<file path="src/rtl/product_pkg.sv">
// Shared types and defaults for the sequential nibble-fed multiplier.
package product_pkg;

    localparam int DEF_NIB_W  = 4;
    localparam int DEF_N_NIBS = 2;

    typedef enum logic [1:0] {
        ST_IDLE = 2'd0,
        ST_RUN  = 2'd1,
        ST_FIX  = 2'd2,
        ST_DONE = 2'd3
    } state_t;

    // Width of byte_sel: enough to address every product byte, never below 1.
    function automatic int sel_width(input int nib_w, input int n_nibs);
        int n_bytes;
        n_bytes = (2 * nib_w * n_nibs) / 8;
        return (n_bytes <= 2) ? 1 : $clog2(n_bytes);
    endfunction

endpackage

</file>
<file path="src/rtl/product_seq_mult_if.sv">
// Pin-style bus between the tile wrapper and the multiplier core.
interface product_seq_mult_if
    import product_pkg::*;
#(
    parameter int NIB_W  = DEF_NIB_W,
    parameter int N_NIBS = DEF_N_NIBS
);
    localparam int SEL_W = sel_width(NIB_W, N_NIBS);

    logic [NIB_W-1:0] nibble;
    logic             load_a;
    logic             load_b;
    logic             signed_mode;
    logic             start;
    logic [SEL_W-1:0] byte_sel;
    logic             busy;
    logic             done;
    logic [7:0]       result;

    modport master (
        output nibble, load_a, load_b, signed_mode, start, byte_sel,
        input  busy, done, result
    );

    modport slave (
        input  nibble, load_a, load_b, signed_mode, start, byte_sel,
        output busy, done, result
    );

endinterface

</file>
<file path="src/rtl/product_operand_sr.sv">
// Operand register fed MS nibble first; older nibbles move toward the MSB.
module product_operand_sr
    import product_pkg::*;
#(
    parameter int NIB_W  = DEF_NIB_W,
    parameter int N_NIBS = DEF_N_NIBS
) (
    input  logic                      clk,
    input  logic                      i_clr,
    input  logic                      i_en,
    input  logic [NIB_W-1:0]          i_nibble,
    output logic [NIB_W*N_NIBS-1:0]   o_q
);
    localparam int W = NIB_W * N_NIBS;

    logic [W-1:0] r_q;

    // Synchronous clear has priority over a shift.
    always_ff @(posedge clk) begin
        if (i_clr) begin
            r_q <= '0;
        end else if (i_en) begin
            r_q <= (r_q << NIB_W) | W'(i_nibble);
        end
    end

    assign o_q = r_q;

endmodule

</file>
<file path="src/rtl/product_seq_mult.sv">
// Sequential shift-add multiplier: nibble-loaded operands, W-cycle multiply,
// sign fix-up cycle, byte-wide readback of the 2W-bit product.
//
// state   | meaning
// --------+--------------------------------------------------------------
// ST_IDLE | waiting; operand loads accepted
// ST_RUN  | one multiplier bit consumed per edge, W edges total
// ST_FIX  | apply latched sign to accumulator, write product register
// ST_DONE | product valid; loads accepted (and drop back to IDLE)
module product_seq_mult
    import product_pkg::*;
#(
    parameter int NIB_W  = DEF_NIB_W,
    parameter int N_NIBS = DEF_N_NIBS
) (
    input  logic               clk,
    input  logic               reset,
    product_seq_mult_if.slave  bus
);
    localparam int W       = NIB_W * N_NIBS;
    localparam int P_W     = 2 * W;
    localparam int N_BYTES = P_W / 8;
    localparam int SEL_W   = sel_width(NIB_W, N_NIBS);
    localparam int CNT_W   = $clog2(W + 1);

    if ((P_W % 8) != 0) begin : g_bad_width
        $error("product_seq_mult: 2*NIB_W*N_NIBS must be a multiple of 8");
    end

    state_t           r_state;
    state_t           w_state_nxt;

    logic [W-1:0]     w_a;
    logic [W-1:0]     w_b;
    logic [W-1:0]     w_mag_a;
    logic [W-1:0]     w_mag_b;
    logic             w_accept;
    logic             w_start_ok;
    logic             w_load_ok;
    logic             w_last_bit;

    logic [P_W-1:0]   r_mcand;
    logic [W-1:0]     r_mplier;
    logic [P_W-1:0]   r_acc;
    logic [P_W-1:0]   r_prod;
    logic [CNT_W-1:0] r_cnt;
    logic             r_sign;
    logic [7:0]       w_result;

    // Start and loads are only honoured between multiplies; start beats a load.
    assign w_accept   = (r_state == ST_IDLE) || (r_state == ST_DONE);
    assign w_start_ok = w_accept && bus.start;
    assign w_load_ok  = w_accept && !bus.start;
    assign w_last_bit = (r_state == ST_RUN) && (r_cnt == CNT_W'(1));

    product_operand_sr #(
        .NIB_W  (NIB_W),
        .N_NIBS (N_NIBS)
    ) u_opnd_a (
        .clk      (clk),
        .i_clr    (reset),
        .i_en     (w_load_ok && bus.load_a),
        .i_nibble (bus.nibble),
        .o_q      (w_a)
    );

    product_operand_sr #(
        .NIB_W  (NIB_W),
        .N_NIBS (N_NIBS)
    ) u_opnd_b (
        .clk      (clk),
        .i_clr    (reset),
        .i_en     (w_load_ok && bus.load_b),
        .i_nibble (bus.nibble),
        .o_q      (w_b)
    );

    // Magnitudes: -2^(W-1) negates to itself, which is the correct unsigned magnitude.
    assign w_mag_a = (bus.signed_mode && w_a[W-1]) ? -w_a : w_a;
    assign w_mag_b = (bus.signed_mode && w_b[W-1]) ? -w_b : w_b;

    // State register.
    always_ff @(posedge clk) begin
        if (reset) begin
            r_state <= ST_IDLE;
        end else begin
            r_state <= w_state_nxt;
        end
    end

    // Next-state logic; an accepted load in DONE withdraws the result.
    always_comb begin
        w_state_nxt = r_state;
        case (r_state)
            ST_IDLE: begin
                if (bus.start) begin
                    w_state_nxt = ST_RUN;
                end
            end
            ST_RUN: begin
                if (w_last_bit) begin
                    w_state_nxt = ST_FIX;
                end
            end
            ST_FIX: begin
                w_state_nxt = ST_DONE;
            end
            ST_DONE: begin
                if (bus.start) begin
                    w_state_nxt = ST_RUN;
                end else if (bus.load_a || bus.load_b) begin
                    w_state_nxt = ST_IDLE;
                end
            end
            default: begin
                w_state_nxt = ST_IDLE;
            end
        endcase
    end

    // Shift-add datapath; the counter runs down from W and ends RUN at 1.
    always_ff @(posedge clk) begin
        if (reset) begin
            r_mcand  <= '0;
            r_mplier <= '0;
            r_acc    <= '0;
            r_prod   <= '0;
            r_cnt    <= '0;
            r_sign   <= 1'b0;
        end else begin
            if (w_start_ok) begin
                r_sign   <= bus.signed_mode && (w_a[W-1] ^ w_b[W-1]);
                r_mcand  <= P_W'(w_mag_a);
                r_mplier <= w_mag_b;
                r_acc    <= '0;
                r_cnt    <= CNT_W'(W);
            end else if (r_state == ST_RUN) begin
                if (r_mplier[0]) begin
                    r_acc <= r_acc + r_mcand;
                end
                r_mcand  <= r_mcand << 1;
                r_mplier <= r_mplier >> 1;
                r_cnt    <= r_cnt - CNT_W'(1);
            end else if (r_state == ST_FIX) begin
                r_prod <= r_sign ? -r_acc : r_acc;
            end
        end
    end

    // Byte readback; selects past the top byte read as zero.
    always_comb begin
        w_result = 8'h00;
        for (int i = 0; i < N_BYTES; i++) begin
            if (bus.byte_sel == SEL_W'(i)) begin
                w_result = r_prod[8*i +: 8];
            end
        end
    end

    assign bus.result = w_result;
    assign bus.busy   = (r_state == ST_RUN) || (r_state == ST_FIX);
    assign bus.done   = (r_state == ST_DONE);

endmodule

</file>
<file path="src/flat_wrapper.sv">
// flat-port wrapper written by rule: the top's interface ports become plain ports
module product_seq_mult_flat import product_pkg::*;
#(
    parameter int NIB_W  = DEF_NIB_W,
    parameter int N_NIBS = DEF_N_NIBS
)
  (clk, reset, bus_nibble, bus_load_a, bus_load_b, bus_signed_mode, bus_start, bus_byte_sel, bus_busy, bus_done, bus_result);
  product_seq_mult_if #(.NIB_W(NIB_W), .N_NIBS(N_NIBS)) bus_i ();
  input  logic clk;
  input  logic reset;
  input wire logic [$bits(bus_i.nibble)-1:0] bus_nibble;
  input wire logic [$bits(bus_i.load_a)-1:0] bus_load_a;
  input wire logic [$bits(bus_i.load_b)-1:0] bus_load_b;
  input wire logic [$bits(bus_i.signed_mode)-1:0] bus_signed_mode;
  input wire logic [$bits(bus_i.start)-1:0] bus_start;
  input wire logic [$bits(bus_i.byte_sel)-1:0] bus_byte_sel;
  output wire logic [$bits(bus_i.busy)-1:0] bus_busy;
  output wire logic [$bits(bus_i.done)-1:0] bus_done;
  output wire logic [$bits(bus_i.result)-1:0] bus_result;
  assign bus_i.nibble = bus_nibble;
  assign bus_i.load_a = bus_load_a;
  assign bus_i.load_b = bus_load_b;
  assign bus_i.signed_mode = bus_signed_mode;
  assign bus_i.start = bus_start;
  assign bus_i.byte_sel = bus_byte_sel;
  assign bus_busy = bus_i.busy;
  assign bus_done = bus_i.done;
  assign bus_result = bus_i.result;
  product_seq_mult #(.NIB_W(NIB_W), .N_NIBS(N_NIBS)) u_core (.clk(clk), .reset(reset), .bus(bus_i));
endmodule
</file>
<file path="config.mk">
export PLATFORM = sky130hd
export DESIGN_NAME = product_seq_mult_flat
export DESIGN_NICKNAME = d
export VERILOG_FILES = /design/src/rtl/product_pkg.sv /design/src/rtl/product_seq_mult_if.sv /design/src/rtl/product_operand_sr.sv /design/src/rtl/product_seq_mult.sv /design/src/flat_wrapper.sv
export SDC_FILE = /design/constraint.sdc
export NUM_CORES = 1
export LEC_CHECK = 0
export ABC_AREA = 1
export BUFFER_PORTS_ARGS = -buffer_cell sky130_fd_sc_hd__buf_2
export CORE_AREA = 2 2 107 109
export DETAILED_ROUTE_END_ITERATION = 10
export DIE_AREA = 0 0 109 111
export PLACE_DENSITY_LB_ADDON = 0.12
export SYNTH_ARGS = -nofsm -noshare
export SYNTH_HDL_FRONTEND = slang
export SYNTH_SLANG_ARGS = --single-unit
</file>
<file path="constraint.sdc">
create_clock -name clk -period 3.1 [get_ports clk]
set_input_delay 0 -clock clk [delete_from_list [all_inputs] [get_ports clk]]
set_output_delay 0 -clock clk [all_outputs]
set_load 0.01 [all_outputs]
</file>
==> flow_summary.yaml, run 1 <==
synthesis:
  avgSynthCellArea_um2: 6.63
  yosys-top-cells-count: "194 x nand2_1, 103 x inv_1, 91 x a21oi_1, 79 x dfxtp_1, 48 x o21ai_0"
  synth.area.top_cells: "dfxtp_1 33%, nand2_1 15%, a21oi_1 9.5%, inv_1 8.1%, ha_1 6.5%"
  yosysMostFrequentCell: "nand2_1"
  synth_async_sr_flop_share: 0
  yosys_warnings: 0
  synth_edf_count: 0
  syn_area_mm2: 0.00480
  synth_largest_area_cell: "dfxtp_1"
  yosysUniqueCellTypes: 36
  yosysSeqAreaShare: 0.330
  netlist.area_leader.share: 0.330
  synth_ff_type: "dfxtp_1"
  synth_nets: 761
  synth-seq-cells: 79
  synthCells: 724
critical_path:
  startpoint_type: "flop"
  crit_path_end_kind: "flop"
  path_class: "reg -> reg"
  crit_arrival_ns: 2.45
  worstPathRequired_ns: 3.33
  cp_max_fo: 20
route:
  wl_per_cell_um: 13.1
  routed_wl_um: 11600
  viasPerCell: 5.06
  drt_first_iter_violations: 238
  vias: 4482
  route.detailed.drc: 0
  final_antenna_net_count: 0
  dr.pass1.iters: 5
cts:
  clk_pin_slew_worst_paths_ns: 0.06
  h-tree-depth: 3
  clock_path_buffers: 2
  clk_latency_ns: 0.33
  cts_buffers: 9
  cts_root_buf: "clkbuf_16"
  cts_tree: "built"
  cts_num_sinks: 79
floorplanning:
  rows: 39
  dieArea_mm2: 0.0121
  die_x_um: 109
  die-height_um: 111
  pin_count: 21
  core_mm2: 0.0111
  start_util: 0.433
global_route:
  gr-usage-all-layers: 0.205
  first_global_vias: 4263
  grt_pass1_wl_um: 19700
  antenna_found_initial: 0
  overflow: 0
  grt_start_max_net_pins: 36
timing:
  skew_ns: 0.00780
  max_freq_mhz: 450
  final_hold_viol_count: 0
  period_share: 0.716
  setup_viol: 0
  grt_setup_unrepaired: "false"
  max_slew_margin: 0.403
  tns_ns: 0
  slew_viol_final: 0
  worst_slew_pin_slew_ns: 0.894
  fin_crit_ns: 2.22
layout:
  fin_nets: 775
  fin_util: 0.483
  diodes: 0
  drive_gt1_frac: 0.0686
  syn_to_final_growth_pct: 11.6
pwr:
  power_leakage_nw: 2.52
  power_density_mw_per_mm2: 753
  ir_worst_vdd_mv: 0.536
place:
  place.gp.congestion: 0.863
  portBuffers: 20
  dp_hpwl_um: 8860
outcome:
  outcome: "finished, final reports clean"
flow_run:
  drv_cap: 0
hold_path:
  hp-class: "in -> reg"
-- metrics by stage --
| stage | hold slack [ns] | setup slack (ns) | total power (W) | instances | cell area [µm²] |
|---|---|---|---|---|---|
| after global placement | 0.279 | 0.992 | 0.00282 | 866 | 4980 |
| final | 0.0516 | 0.879 | 0.00403 | 886 | 5360 |
| after CTS | 0.0340 | 0.874 | 0.00406 | 886 | 5360 |
| after floorplan | 0.158 | 1.38 | 0.00252 | 724 | 4800 |
| after global routing | 0.0862 | 0.659 | 0.00434 | 886 | 5360 |
| after detailed placement | 0.295 | 0.884 | 0.00285 | 866 | 4980 |
-- layer usage --
metal / global-route usage / vias up / part of all wire
met5: 0 / - / 0
li1: - / 2354 / -
met2: 0.355 / 68 / 0.51
met1: 0.252 / 2052 / 0.45
met3: 0.0476 / 8 / 0.029
met4: 0.0547 / 0 / 0.014
-- sequential cells by signal, summed over array words and instances (netlist names) --
register / cells
u_core.r_prod: 16
u_core.r_state: 2
u_core.r_cnt: 4
u_core.r_mplier: 8
u_core.r_mcand: 16
u_core.u_opnd_b.o_q: 8
u_core.u_opnd_a.o_q: 8
u_core.r_acc: 16
u_core.r_sign: 1
-- worst max-delay path: stages, from the launching register on --
cell     delay (ns)
dfxtp_1        0.42
inv_1          0.12
ha_1           0.41
nor2_8         0.36
nor2_8         0.07
inv_1          0.47
a21oi_1        0.09
o21ai_0        0.11
inv_1          0.05
-- worst paths after layout --
check	startpoint	end	slack (ns)	cells after the start
max reg2reg	u_core.r_state[0]$_SDFFE_PP0P_	u_core.r_acc[3]$_SDFFE_PP0P_	0.88	8
min reg2reg	u_core.r_prod[0]$_SDFFE_PP0P_	u_core.r_prod[0]$_SDFFE_PP0P_	0.45	2
max	u_core.r_state[0]$_SDFFE_PP0P_	u_core.r_acc[3]$_SDFFE_PP0P_	0.88	8
min	bus_signed_mode	u_core.r_sign$_SDFFE_PP0P_	0.05	3
-- repair_timing --
| item | 4_1_cts | 5_1_grt |
|---|---|---|
| hold buffers | 4 | 0 |
| hold endpoints to repair | 7 | 0 |
| resized for setup | 0 | 0 |
| setup buffers | 0 | 0 |
-- final cells by class --
cell class | count | area (µm²)
clock buffer | 11 | 233
clock inverter | 5 | 106
fill | 1148 | 5720
inverter | 107 | 409
multi-input combinational | 515 | 2690
sequential | 79 | 1580
tap | 143 | 179
timing repair buffer | 26 | 155
-- placed cells by master, fill, tap and decap left out, types with 4 or more instances in the layout --
master         netlist  final
o211ai_1             4      4
dfxtp_1             79     79
nor3_1               6      6
clkbuf_16            0      9
ha_1                25     25
nand2_1            194    194
xor2_1              15     15
xnor2_1              6      6
dlygate4sd3_1        0      4
nor2_1              46     46
o21ai_1              6      6
buf_2               14     20
nand3_1             43     43
inv_1              103    103
a21oi_1             91     91
nand4_1              6      6
o21ai_0             48     48
-- report_power, final --
| part | switching, W | leakage (nW) | internal (W) | total (W) |
|---|---|---|---|---|
| registers | 0.000186 | 0.644 | 0.00125 | 0.00144 |
| logic | 0.000899 | 1.72 | 0.000501 | 0.00140 |
| clock network | 0.000406 | 0.160 | 0.000788 | 0.00119 |
-- cells by family after synthesis --
kind of cell,Yosys count,synth area share
AO/OA/AOI/OAI,157,0.170
XOR/XNOR,21,0.0383
adder cells (fa/ha/maj),26,0.0694
buffers and inverters,130,0.109
flip-flops,79,0.330
multiplexers,3,0.00704
AND/OR/NAND/NOR,308,0.277
No activity file was read; power rests on OpenSTA's default activity.
==> inputs of run 2 (changes only) <==
Clock period 3.1 ns to 2.1 ns, I/O delays scaled along.
==> flow_summary.yaml, run 2 (synthesis gave the netlist of run 1 again) <==
layout:
  reg_top3: "u_core.r_acc: 16 flops, u_core.r_mcand: 16 flops, u_core.r_prod: 16 flops"
  seq_area_mm2: 0.00158
  mostFrequentLayoutCell: "nand2_1"
  final_cell_mix: "194 x nand2_1, 103 x inv_1, 91 x a21oi_1"
  fin_nets: 791
  diodes: 0
  drive_gt1_frac: 0.0935
  syn_to_final_growth_pct: 14.3
  multi_input_area_mm2: 0.00270
  nFillCells: 1130
cts:
  clk_latency_ns: 0.34
  h-tree-depth: 3
  cts_root_buf: "clkbuf_16"
  clk_pin_slew_worst_paths_ns: 0.06
  cts_tree: "built"
  cts_num_sinks: 79
  clock_path_buffers: 2
  cts_buffers: 9
global_route:
  grt_pass1_wl_um: 20000
  overflow: 0
  gr-usage-all-layers: 0.207
  antenna_found_initial: 0
  first_global_vias: 4274
  grt_start_max_net_pins: 28
place:
  portBuffers: 20
  dp_hpwl_um: 8990
  place.gp.congestion: 0.831
hold_path:
  hp-class: "in -> reg"
timing:
  tns_ns: 0
  max_slew_margin: 0.616
  max_freq_mhz: 515
  hold_slack_ns: 0.105
  skew_ns: 0.00510
  period_share: 0.924
  final_hold_viol_count: 0
  setup_viol: 0
  slew_viol_final: 0
  grt_setup_unrepaired: "false"
  worst_slew_pin_slew_ns: 0.575
  fin_crit_ns: 1.94
critical_path:
  path_class: "reg -> reg"
  crit_path_max_incr_delay_ns: 0.42
  startpoint_type: "flop"
  cpMostUsedCell: "inv_1"
  cp_max_fo: 20
  path_cells: "inv_1, ha_2, nor2_8, buf_4, nor2_8, inv_1, buf_12, a21oi_1, nand2_1, inv_1"
  crit_arrival_ns: 2.23
  cpMaxStageDelayCell: "ha_2"
  crit_path_end_kind: "flop"
  worstPathRequired_ns: 2.39
pwr:
  ir_worst_vdd_mv: 0.772
  p_seq_frac: 0.352
  p_sw_frac: 0.375
  internal-power_w: 0.00377
  comb_power_share: 0.373
  p_clk_frac: 0.275
  power_leakage_nw: 2.60
  power_density_mw_per_mm2: 1100
  p_switching_w: 0.00226
floorplanning:
  rows: 39
  die-height_um: 111
  die_x_um: 109
  dieArea_mm2: 0.0121
  start_util: 0.433
  pin_count: 21
  core_mm2: 0.0111
outcome:
  outcome: "finished, final reports clean"
route:
  wl_met2_um: 6020
  route.detailed.drc: 0
  viasPerCell: 4.97
  routed_wl_um: 11900
  routed.top_layer: "met4"
  route.met3.wl_um: 269
  drt_first_iter_violations: 266
  final_antenna_net_count: 0
  vias: 4483
  wl_per_cell_um: 13.2
  dr.pass1.iters: 5
  wl_met1_um: 5390
flow_run:
  drv_cap: 0
run 2: worst paths after layout:
check / start / end / slack, ns / cells past startpoint
worst min register to register: u_core.u_opnd_a.o_q[0]$_SDFFE_PP0P_ / u_core.r_mcand[0]$_SDFFE_PP0P_ / 0.46 / 2
worst max register to register: u_core.r_state[1]$_SDFFE_PP0P_ / u_core.r_acc[13]$_SDFFE_PP0P_ / 0.16 / 10
worst max-delay path: u_core.r_state[1]$_SDFFE_PP0P_ / u_core.r_acc[13]$_SDFFE_PP0P_ / 0.16 / 10
worst min-delay path: reset / u_core.r_state[0]$_SDFFE_PP0P_ / 0.10 / 3
run 2: power groups by stage:
stage / Combinational (W) / Sequential (W) / Clock (W)
after global placement: 0.00206 / 0.00214 / 0
after CTS: 0.00212 / 0.00212 / 0.00170
after detailed placement: 0.00210 / 0.00215 / 0
final: 0.00225 / 0.00213 / 0.00166
after global routing: 0.00255 / 0.00218 / 0.00177
after floorplan: 0.00167 / 0.00205 / 0
run 2: repair_timing:
action                                  in CTS  in global routing
gates resized for setup                      0                  3
hold buffers                                 5                  0
endpoints found under the setup margin       0                 21
endpoints found under the hold margin        8                  0
buffers inserted                             0                 10
run 2: metal layers:
metal | GRT usage | vias up
met4 | 0.0632 | 0
met5 | 0 | -
met2 | 0.362 | 53
met1 | 0.250 | 2039
met3 | 0.0429 | 16
li1 | - | 2375
run 2: area by class of cell:
class,instances,share of cell area
Clock buffer,9,0.0411
Sequential cell,79,0.289
Multi-Input combinational cell,515,0.492
Timing Repair Buffer,42,0.0552
Tap cell,143,0.0326
Inverter,107,0.0746
Clock inverter,7,0.0160
run 2: worst max-delay path: cells and delay by family (launching register included):
kind	cells	cell delay, ns
adders and majority gates	1	0.42
AOI/OAI and AO/OA	1	0.23
buffers and inverters	5	0.57
and+or+nand+nor	3	0.32
DFF	1	0.36
run 2: per-stage QoR:
stage / utilization / instance area (µm²) / instances / total power [W] / setup WS (ns)
4_1_cts: 0.487 / 5390 / 892 / 0.00594 / 0.0542
3_5_place_dp: 0.454 / 5030 / 871 / 0.00425 / 0.0831
6_report: 0.495 / 5480 / 902 / 0.00603 / 0.160
3_3_place_gp: 0.454 / 5030 / 871 / 0.00420 / 0.150
5_1_grt: 0.495 / 5480 / 902 / 0.00649 / 0.0444
2_1_floorplan: - / 4800 / 724 / 0.00372 / 0.379
